`src/rtl/decoder_pkg.sv`:
```
// Shared opcode-class constants, register codes and decode helpers for instruction_decoder.
package decoder_pkg;

    // Opcode-class prefixes, left-aligned in the instruction byte.
    localparam logic [0:0] OPC_LOAD = 1'b0;
    localparam logic [1:0] OPC_MOVE = 2'b10;
    localparam logic [2:0] OPC_ALU  = 3'b110;
    localparam logic [3:0] OPC_JMP  = 4'b1110;
    localparam logic [3:0] OPC_JNZ  = 4'b1111;

    typedef enum logic [2:0] {
        CLS_LOAD,
        CLS_MOVE,
        CLS_ALU,
        CLS_JMP,
        CLS_JNZ
    } opc_class_e;

    typedef enum logic [2:0] {
        REG_X0 = 3'd0,
        REG_X1 = 3'd1,
        REG_Y0 = 3'd2,
        REG_Y1 = 3'd3,
        REG_O  = 3'd4,
        REG_M  = 3'd5,
        REG_I  = 3'd6,
        REG_DM = 3'd7
    } reg_code_e;

    localparam logic [3:0] SRC_IMM = 4'd8;

    localparam logic [7:0] NOP_C8 = 8'hC8;
    localparam logic [7:0] NOP_CF = 8'hCF;
    localparam logic [7:0] NOP_D8 = 8'hD8;
    localparam logic [7:0] NOP_DF = 8'hDF;

    // Decoded control bundle; nop is ordered {C8, CF, D8, DF}.
    typedef struct packed {
        logic       jmp;
        logic       jmp_nz;
        logic [7:0] reg_en;
        logic [3:0] src_sel;
        logic       alu_en;
        logic [3:0] nop;
    } decode_t;

    function automatic opc_class_e opc_class(input logic [7:0] instr);
        if (instr[7] == OPC_LOAD)
            return CLS_LOAD;
        else if (instr[7:6] == OPC_MOVE)
            return CLS_MOVE;
        else if (instr[7:5] == OPC_ALU)
            return CLS_ALU;
        else if (instr[7:4] == OPC_JMP)
            return CLS_JMP;
        else
            return CLS_JNZ;
    endfunction

    function automatic logic [7:0] dest_onehot(input reg_code_e code);
        return 8'b1 << code;
    endfunction

endpackage

```
`src/rtl/instruction_decoder_if.sv`:
```
// Control bus between program memory, instruction_decoder and the sequencer/datapath.
// Counter signals exist only when INSTR_COUNT_EN is defined.
interface instruction_decoder_if;

    logic [7:0]  pm_data;
    logic        alu_zero;
    logic        jmp;
    logic        jmp_nz;
    logic        dont_jmp;
    logic [3:0]  jmp_addr;
    logic        NOPC8;
    logic        NOPCF;
    logic        NOPD8;
    logic        NOPDF;
    logic [7:0]  reg_en;
    logic [3:0]  src_sel;
    logic [4:0]  alu_op;
    logic        alu_en;
    logic [7:0]  ir;
    logic        z_flag;
`ifdef INSTR_COUNT_EN
    logic [15:0] instr_cnt;
    logic [15:0] jmp_taken_cnt;
`endif

`ifdef INSTR_COUNT_EN
    modport master (
        input  pm_data, alu_zero,
        output jmp, jmp_nz, dont_jmp, jmp_addr,
        output NOPC8, NOPCF, NOPD8, NOPDF,
        output reg_en, src_sel, alu_op, alu_en, ir, z_flag,
        output instr_cnt, jmp_taken_cnt
    );

    modport slave (
        output pm_data, alu_zero,
        input  jmp, jmp_nz, dont_jmp, jmp_addr,
        input  NOPC8, NOPCF, NOPD8, NOPDF,
        input  reg_en, src_sel, alu_op, alu_en, ir, z_flag,
        input  instr_cnt, jmp_taken_cnt
    );
`else
    modport master (
        input  pm_data, alu_zero,
        output jmp, jmp_nz, dont_jmp, jmp_addr,
        output NOPC8, NOPCF, NOPD8, NOPDF,
        output reg_en, src_sel, alu_op, alu_en, ir, z_flag
    );

    modport slave (
        output pm_data, alu_zero,
        input  jmp, jmp_nz, dont_jmp, jmp_addr,
        input  NOPC8, NOPCF, NOPD8, NOPDF,
        input  reg_en, src_sel, alu_op, alu_en, ir, z_flag
    );
`endif

endinterface

```
`src/rtl/instr_counter.sv`:
```
// Free-running instruction and taken-jump counters; only instantiated under INSTR_COUNT_EN.
module instr_counter (
    input  logic        clk,
    input  logic        sync_reset,
    input  logic        jmp_i,
    input  logic        jmp_nz_i,
    input  logic        z_flag_i,
    output logic [15:0] instr_cnt_o,
    output logic [15:0] jmp_taken_cnt_o
);

    logic [15:0] instr_cnt_d, instr_cnt_q;
    logic [15:0] jmp_taken_cnt_d, jmp_taken_cnt_q;
    logic        taken;

    // A conditional jump is taken only while the zero flag is clear.
    assign taken = jmp_i | (jmp_nz_i & ~z_flag_i);

    always_comb begin
        instr_cnt_d     = instr_cnt_q + 16'd1;
        jmp_taken_cnt_d = jmp_taken_cnt_q;
        if (taken)
            jmp_taken_cnt_d = jmp_taken_cnt_q + 16'd1;
    end

    always_ff @(posedge clk) begin
        if (sync_reset) begin
            instr_cnt_q     <= '0;
            jmp_taken_cnt_q <= '0;
        end else begin
            instr_cnt_q     <= instr_cnt_d;
            jmp_taken_cnt_q <= jmp_taken_cnt_d;
        end
    end

    assign instr_cnt_o     = instr_cnt_q;
    assign jmp_taken_cnt_o = jmp_taken_cnt_q;

endmodule

```
`src/rtl/instruction_decoder.sv`:
```
// Same-cycle 8-bit instruction decoder owning the zero flag and instruction register.
// Optional counters are enabled by defining INSTR_COUNT_EN.
module instruction_decoder
    import decoder_pkg::*;
(
    input  logic                  clk,
    input  logic                  sync_reset,
    instruction_decoder_if.master bus
);

    opc_class_e cls;
    decode_t    dec;
    logic [7:0] ir_d, ir_q;
    logic       z_flag_d, z_flag_q;

    always_comb begin
        // NOTE: every field is defaulted before the case, so no path can infer a latch.
        dec = '0;
        cls = opc_class(bus.pm_data);
        if (!sync_reset) begin
            unique case (cls)
                CLS_LOAD: begin
                    dec.reg_en  = dest_onehot(reg_code_e'(bus.pm_data[6:4]));
                    dec.src_sel = SRC_IMM;
                end
                CLS_MOVE: begin
                    dec.src_sel = {1'b0, bus.pm_data[2:0]};
                    if (bus.pm_data[5:3] != bus.pm_data[2:0])
                        dec.reg_en = dest_onehot(reg_code_e'(bus.pm_data[5:3]));
                end
                CLS_ALU: begin
                    unique case (bus.pm_data)
                        NOP_C8:  dec.nop[3] = 1'b1;
                        NOP_CF:  dec.nop[2] = 1'b1;
                        NOP_D8:  dec.nop[1] = 1'b1;
                        NOP_DF:  dec.nop[0] = 1'b1;
                        default: dec.alu_en = 1'b1;
                    endcase
                end
                CLS_JMP: dec.jmp    = 1'b1;
                CLS_JNZ: dec.jmp_nz = 1'b1;
                default: ;
            endcase
        end
    end

    // Flag follows the ALU only on real ALU ops; reserved NOPs leave it alone.
    always_comb begin
        ir_d     = bus.pm_data;
        z_flag_d = z_flag_q;
        if (dec.alu_en)
            z_flag_d = bus.alu_zero;
    end

    always_ff @(posedge clk) begin
        // NOTE: state registers use non-blocking assignments so every flop samples pre-edge values.
        if (sync_reset) begin
            ir_q     <= 8'h00;
            z_flag_q <= 1'b0;
        end else begin
            ir_q     <= ir_d;
            z_flag_q <= z_flag_d;
        end
    end

    assign bus.jmp      = dec.jmp;
    assign bus.jmp_nz   = dec.jmp_nz;
    assign bus.jmp_addr = bus.pm_data[3:0];
    assign bus.reg_en   = dec.reg_en;
    assign bus.src_sel  = dec.src_sel;
    assign bus.alu_op   = bus.pm_data[4:0];
    assign bus.alu_en   = dec.alu_en;
    assign bus.NOPC8    = dec.nop[3];
    assign bus.NOPCF    = dec.nop[2];
    assign bus.NOPD8    = dec.nop[1];
    assign bus.NOPDF    = dec.nop[0];
    assign bus.ir       = ir_q;
    assign bus.z_flag   = z_flag_q;
    assign bus.dont_jmp = z_flag_q;

`ifdef INSTR_COUNT_EN
    instr_counter u_instr_counter (
        .clk             (clk),
        .sync_reset      (sync_reset),
        .jmp_i           (dec.jmp),
        .jmp_nz_i        (dec.jmp_nz),
        .z_flag_i        (z_flag_q),
        .instr_cnt_o     (bus.instr_cnt),
        .jmp_taken_cnt_o (bus.jmp_taken_cnt)
    );
`endif

endmodule

```
`src/flat_wrapper.sv`:
```
// flat-port wrapper written by rule: the top's interface ports become plain ports
module instruction_decoder_flat import decoder_pkg::*;
  (clk, sync_reset, bus_pm_data, bus_alu_zero, bus_jmp, bus_jmp_nz, bus_dont_jmp, bus_jmp_addr, bus_NOPC8, bus_NOPCF, bus_NOPD8, bus_NOPDF, bus_reg_en, bus_src_sel, bus_alu_op, bus_alu_en, bus_ir, bus_z_flag);
  instruction_decoder_if bus_i ();
  input  logic clk;
  input  logic sync_reset;
  input wire logic [$bits(bus_i.pm_data)-1:0] bus_pm_data;
  input wire logic [$bits(bus_i.alu_zero)-1:0] bus_alu_zero;
  output wire logic [$bits(bus_i.jmp)-1:0] bus_jmp;
  output wire logic [$bits(bus_i.jmp_nz)-1:0] bus_jmp_nz;
  output wire logic [$bits(bus_i.dont_jmp)-1:0] bus_dont_jmp;
  output wire logic [$bits(bus_i.jmp_addr)-1:0] bus_jmp_addr;
  output wire logic [$bits(bus_i.NOPC8)-1:0] bus_NOPC8;
  output wire logic [$bits(bus_i.NOPCF)-1:0] bus_NOPCF;
  output wire logic [$bits(bus_i.NOPD8)-1:0] bus_NOPD8;
  output wire logic [$bits(bus_i.NOPDF)-1:0] bus_NOPDF;
  output wire logic [$bits(bus_i.reg_en)-1:0] bus_reg_en;
  output wire logic [$bits(bus_i.src_sel)-1:0] bus_src_sel;
  output wire logic [$bits(bus_i.alu_op)-1:0] bus_alu_op;
  output wire logic [$bits(bus_i.alu_en)-1:0] bus_alu_en;
  output wire logic [$bits(bus_i.ir)-1:0] bus_ir;
  output wire logic [$bits(bus_i.z_flag)-1:0] bus_z_flag;
  assign bus_i.pm_data = bus_pm_data;
  assign bus_i.alu_zero = bus_alu_zero;
  assign bus_jmp = bus_i.jmp;
  assign bus_jmp_nz = bus_i.jmp_nz;
  assign bus_dont_jmp = bus_i.dont_jmp;
  assign bus_jmp_addr = bus_i.jmp_addr;
  assign bus_NOPC8 = bus_i.NOPC8;
  assign bus_NOPCF = bus_i.NOPCF;
  assign bus_NOPD8 = bus_i.NOPD8;
  assign bus_NOPDF = bus_i.NOPDF;
  assign bus_reg_en = bus_i.reg_en;
  assign bus_src_sel = bus_i.src_sel;
  assign bus_alu_op = bus_i.alu_op;
  assign bus_alu_en = bus_i.alu_en;
  assign bus_ir = bus_i.ir;
  assign bus_z_flag = bus_i.z_flag;
  instruction_decoder u_core (.clk(clk), .sync_reset(sync_reset), .bus(bus_i));
endmodule
```
`config.mk`:
```
export PLATFORM = sky130hd
export DESIGN_NAME = instruction_decoder_flat
export DESIGN_NICKNAME = d
export VERILOG_FILES = /design/src/rtl/decoder_pkg.sv /design/src/rtl/instruction_decoder_if.sv /design/src/rtl/instr_counter.sv /design/src/rtl/instruction_decoder.sv /design/src/flat_wrapper.sv
export SDC_FILE = /design/constraint.sdc
export NUM_CORES = 1
export LEC_CHECK = 0
export CORE_ASPECT_RATIO = 1.2
export CORE_MARGIN = 3
export CORE_UTILIZATION = 36
export DETAILED_ROUTE_END_ITERATION = 7
export GPL_TIMING_DRIVEN = 0
export PLACE_DENSITY_LB_ADDON = 0.05
export SLEW_MARGIN = 20
export SYNTH_ARGS = -nofsm -noshare
export SYNTH_HDL_FRONTEND = slang
export SYNTH_HIERARCHICAL = 1
export SYNTH_SLANG_ARGS = --single-unit
```
`constraint.sdc`:
```
create_clock -name clk -period 2.5 [get_ports clk]
set_input_delay 0.5 -clock clk [delete_from_list [all_inputs] [get_ports clk]]
set_output_delay 0.5 -clock clk [all_outputs]
set_load 0.005 [all_outputs]
```
==> metrics.csv, run 1 <==
metric,value,unit
clock_latency,250,ps
status,completed,
yosys_warnings,6,
fin_nets,160,
io_pins,49,
worstPathMaxFanout,9,
crit_path_end_kind,primary output,
ys_ff_latch,9,
synth_top_area_share,26.23,%
post-route-drc-count,0,
drtIter0Drc,20,
cts_num_sinks,9,
fmaxAchievable,0.4063,GHz
slew_headroom,76.55,%
grt_pass1_vias,763,
rsz0062_at_grt,false,
vias,846,
clk_pin_slew,60,ps
syn_to_final_growth,89.98,%
tns,0,ps
synth_area,686.9,um^2
gp_congestion,0.9471,
ir_drop,143.4,uV
critPathKind,in2out,
ys_seq_area_share,26.23,%
syn_inst,92,
antenna_cells,0,
hold_buffers,0,
drive_gt1_share,25.68,%
mostFrequentLayoutCells,"clkdlybuf4s50_1, buf_4, dlygate4sd2_1",
p_leak,0.0005590,uW
maxCapViolations,0,
antenna_left,0,
grt_max_degree,11,
max_slew.worst_pin.slew,346.2,ps
fp.coreArea,1722,um^2
start_kind,input port,
die_w,45.88,um
io_buffers,47,
cts_tree,yes,
numCtsBuffers,3,
first_pass_iters,4,
via_per_inst,5.096,
initial_utilization,39.90,%
hold_violations,0,
hold_path_class,in2reg,
h-tree-depth,1,
grt_overflow,0,
die_h,53.85,um
period_needed,2461,ps
antenna_found_initial,0,
wl_per_cell,12.94,um
grt_util_all_layers,17.32,%
avgSynthCellArea,7.466,um^2
hold_slack,530.0,ps
root_buffer,clkbuf_4,
arrival,1960,ps
synth_area_leaders,"dfxtp_1, buf_4, nor2b_1, nand2b_1, nor2_1",
skew,0,ps
post-route-period-util,98.45,%
synth_fp_nets,103,
finalPower,403.9,uW
yosysUniqueCellTypes,26,
std_cell_rows,16,
p_per_area,309.5,nW/um^2
wirelength,2.148,mm
place_hpwl,1.514,mm
yosysTopAreaCell,dfxtp_1,
final_common_cell,clkdlybuf4s50_1,
fin_util,75.80,%
die_area,2470,um^2
cp_data_required_time,2000,ps
grt_first_pass_wirelength,3.229,mm
cts_max_path_buffers,2,
setup_viol,0,
slew_viol_final,0,
-- critical path, stage by stage --
cell,delay (ps)
dlygate4sd2_1,350
or4b_1,500
o211a_2,160
clkdlybuf4s50_1,450
-- routing by layer --
metal / global-route usage (%) / wire length, um / up-vias
li1: - / - / 417
met1: 19.88 / 845 / 389
met2: 31.42 / 1132 / 38
met3: 1.338 / 162 / 2
met4: 8.057 / 7 / 0
met5: 0 / 0 / -
-- where the power goes --
group / switching (uW) / leakage, uW / internal [uW] / total, uW
logic: 60.3 / 0.000469 / 83.9 / 144
clock network: 46.0 / 0.0000150 / 61.2 / 107
registers: 1.61 / 0.0000748 / 151 / 152
total: 108 / 0.000559 / 296 / 404
-- cells in the mapped netlist (all sizes together) --
library cell / number
nand3: 4
a21boi: 2
or2: 2
o32ai: 2
o211a: 1
and4bb: 1
mux2: 1
o21ai: 1
nor2b: 9
nor3: 3
nand2b: 6
xor2: 1
buf: 11
o311ai: 2
clkbuf: 3
nor2: 10
inv: 4
a21oi: 4
and2: 3
or4b: 1
o211ai: 1
dfxtp: 9
nand2: 8
nor4bb: 1
o2111ai: 2
-- what timing repair did --
item / 4_1_cts / 5_1_grt
setup buffers: 3 / 1
pin swaps: 1 / 0
gates resized for setup: 40 / 8
setup endpoints to repair: 18 / 7
cloned: 1 / 0
-- final timing paths --
| check | cells past startpoint | to | startpoint | slack [ps] |
|---|---|---|---|---|
| max | 4 | bus_alu_en | bus_pm_data[2] | 40 |
| min | 2 | u_core/bus.ir[1] | bus_pm_data[1] | 530 |
| max reg2reg | 2 | u_core/bus.dont_jmp | u_core/bus.dont_jmp | 1680 |
| min reg2reg | 2 | u_core/bus.dont_jmp | u_core/bus.dont_jmp | 650 |
-- layout make-up --
type,instances,area (um^2)
timing repair buffer,52,488.0
multi-input combinational,65,440.4
fill,135,416.7
sequential,9,180.2
buffer,14,128.9
clock buffer,4,26.28
tap,18,22.52
inverter,4,18.77
-- registers in the layout, indices dropped and copies added (netlist names) --
signal,flops
u_core/bus.ir,8
u_core/bus.dont_jmp,1
-- per-stage QoR --
step / instance area [um^2] / instances / setup slack [ps]
after floorplan: 686.9 / 92 / 603.0
after global placement: 1180 / 157 / -478.1
after detailed placement: 1180 / 157 / -497.1
after CTS: 1294 / 165 / -4.010
after global routing: 1305 / 166 / 1.281
final: 1305 / 166 / 38.82
-- kinds of logic (layout without fill, tap and decap cells) --
group,after synthesis,count (layout),synth area share [%]
AND/OR/NAND/NOR,48,48,37.89
buffers and inverters,18,74,16.39
XOR/XNOR,1,1,1.275
AO/OA/AOI/OAI,15,15,16.03
flip-flops,9,9,26.23
multiplexers,1,1,2.185
Power figures use the tool's default switching activity.
==> inputs of run 2 (changes only) <==
- CELL_PAD_IN_SITES_DETAIL_PLACEMENT: default -> 0
- CELL_PAD_IN_SITES_GLOBAL_PLACEMENT: default -> 2
- CORE_UTILIZATION: 36 -> 18
- SYNTH_HIERARCHICAL: 1 -> default
==> run 2 against run 1 <==
  * Utilization decreased by 38 points
  * Flip-flop and latch count unchanged
  * Maximum frequency increased by 2.4%
  * First-iteration DRC count decreased by 70%
  * Worst setup slack improved by 57 ps
  * Final area increased by 6.9%
  * Sequential share of layout area decreased by 0.89 points
  * Via count increased by 1.4%
  * Largest power group is now clock
==> metrics.csv, run 2 <==
metric,value,unit
root_buffer,clkbuf_8,
skew,0,ps
yosysUniqueCellTypes,31,
vias,858,
std_cell_rows,24,
syn_to_final_growth,94.93,%
post-route-period-util,96.18,%
grt_overflow,0,
worstPathMaxFanout,9,
cts_num_sinks,9,
setup_ws,95.60,ps
p_leak,0.0006224,uW
io_buffers,48,
multiInputGateArea,505.5,um^2
wirelength,2.636,mm
synth_fp_nets,103,
fp.coreArea,3724,um^2
place_hpwl,1.954,mm
dpl_worst_slack,-630.1,ps
critPathKind,in2out,
ir_drop,125.4,uV
first_pass_iters,4,
hold_violations,0,
die_h,75.08,um
synth-edff-count,0,
period_needed,2404,ps
ys_seq_area_share,25.17,%
synth_top_area_share,25.17,%
h-tree-depth,1,
clk_pin_slew,40,ps
hold_slack,491.3,ps
crit_path_top_delay_cell,clkdlybuf4s50_1,
numCtsBuffers,3,
crit_path_end_kind,primary output,
setup_viol,0,
finalPower,477.9,uW
wl_per_cell,13.25,um
ys_async_sr_fraction,0,%
drtIter0Drc,6,
fmaxAchievable,0.4159,GHz
nFillCells,428,
antenna_left,0,
path_buf_inv,2,
io_pins,49,
gp_congestion,0.6893,
yosys_warnings,0,
initial_utilization,19.22,%
synth_area_leaders,"dfxtp_1, buf_4, nand2b_1, nor2b_1, a2111oi_2",
syn_inst,92,
die_w,63.56,um
avgSynthCellArea,7.779,um^2
synth_area,715.7,um^2
yosysTopAreaCell,dfxtp_1,
grt_util_all_layers,11.11,%
rsz0062_at_grt,false,
status,completed,
hold_path_class,reg2reg,
max_slew.worst_pin.slew,362.1,ps
cp_slowest_stage_delay,500,ps
seqCellArea,180.2,um^2
start_kind,input port,
grt_first_pass_wirelength,4.153,mm
cts_tree,yes,
largest_reg_flops,8,
cp_cell_sequence,clkdlybuf4s18_2 -> and4_1 -> a2111oi_4 -> nor2b_1 -> clkdlybuf4s50_1,
ys_dominant_reg_cell,dfxtp_1,
synth_common_cells,"buf_4, dfxtp_1, nand2b_1, nor2b_1, nor2_1",
clock_latency,230,ps
fin_nets,159,
maxCapViolations,0,
post-route-drc-count,0,
cts_max_path_buffers,2,
grt_max_degree,11,
slew_headroom,75.48,%
mostFrequentLayoutCells,"clkdlybuf4s50_1, buf_4, dlygate4sd2_1",
slew_viol_final,0,
critPathTopFamily,buffers and inverters,
drive_gt1_share,29.93,%
p_per_area,342.5,nW/um^2
via_per_inst,4.312,
antenna_cells,0,
yosysMostFrequentCell,buf_4,
grt_pass1_vias,852,
antenna_found_initial,0,
cp_data_required_time,2000,ps
die_area,4772,um^2
arrival,1900,ps
final_common_cell,clkdlybuf4s50_1,
ys_ff_latch,9,
==> run 2: cell types whose count changed after synthesis, sizes merged, moves of 3 or more <==
cell | previous run | this run
nand2 | 8 | 3
nand4 | 0 | 3
or4 | 0 | 3
nand3 | 4 | 1
nor2 | 10 | 7
and2 | 3 | 0
nand2b | 6 | 9
==> run 2: cell families (layout without fill, tap and decap cells) <==
family | after synthesis | after routing | synth area share, %
flip-flops | 9 | 9 | 25.17
multiplexers | 1 | 1 | 1.399
AND/OR/NAND/NOR | 49 | 49 | 40.73
AO/OA/AOI/OAI | 12 | 12 | 13.99
buffers and inverters | 19 | 74 | 15.21
XOR/XNOR | 2 | 2 | 3.497
==> run 2: final timing paths <==
| kind | start | cells after the start | slack (ps) | to |
|---|---|---|---|---|
| worst min register to register | u_core.bus.dont_jmp | 2 | 490 | u_core.bus.dont_jmp |
| worst max register to register | u_core.bus.dont_jmp | 2 | 1920 | u_core.bus.dont_jmp |
| worst max-delay path | bus_pm_data[0] | 5 | 100 | bus_alu_en |
| worst min-delay path | u_core.bus.dont_jmp | 2 | 490 | u_core.bus.dont_jmp |
==> run 2: stage by stage <==
step                      instance area [um^2]  util [%]  setup TNS (ps)  cells
final                                     1395     37.47               0    199
after global routing                      1395     37.47               0    199
after CTS                                 1411     37.90          -110.4    199
after detailed placement                  1261     33.87           -8287    192
after global placement                    1261     33.87           -8316    192
after floorplan                          715.7         -               0     92
==> run 2: layout make-up <==
cell class              instances  share of cell area (%)
inverters                       4                   1.076
multi-input cells              64                   36.23
well taps                      52                   4.664
plain buffers                  15                   8.969
clock buffers                   4                   3.229
repair buffers                 51                   32.91
flip-flops and latches          9                   12.91
==> run 2: tightest hold or removal path, delay by kind of cell, from the launching register on <==
| kind | cells | cell delay [ps] |
|---|---|---|
| muxes | 1 | 60 |
| and+or+nand+nor | 1 | 70 |
| DFF | 1 | 310 |
==> run 2: per-layer routing <==
| layer | share of wire, % | vias to the layer above | track usage [%] |
|---|---|---|---|
| li1 | - | 431 | - |
| met1 | 45 | 399 | 12.66 |
| met2 | 50 | 26 | 19.95 |
| met3 | 4.6 | 2 | 2.537 |
| met4 | 0.68 | 0 | 5.036 |
| met5 | 0 | - | 0 |
==> run 2: repair_timing <==
| item | in CTS | in global routing |
|---|---|---|
| pin swaps | 3 | 2 |
| buffers inserted | 3 | 0 |
| cloned | 0 | 0 |
| setup endpoints to repair | 19 | 5 |
| hold buffers | 0 | 0 |
| resized for setup | 58 | 20 |
==> run 2: where the power goes <==
| group | total (uW) | internal, uW | switching [uW] | leakage [uW] |
|---|---|---|---|---|
| Combinational | 159 | 84.0 | 74.5 | 0.000525 |
| Clock | 166 | 111 | 55.2 | 0.0000228 |
| Sequential | 153 | 151 | 1.76 | 0.0000748 |
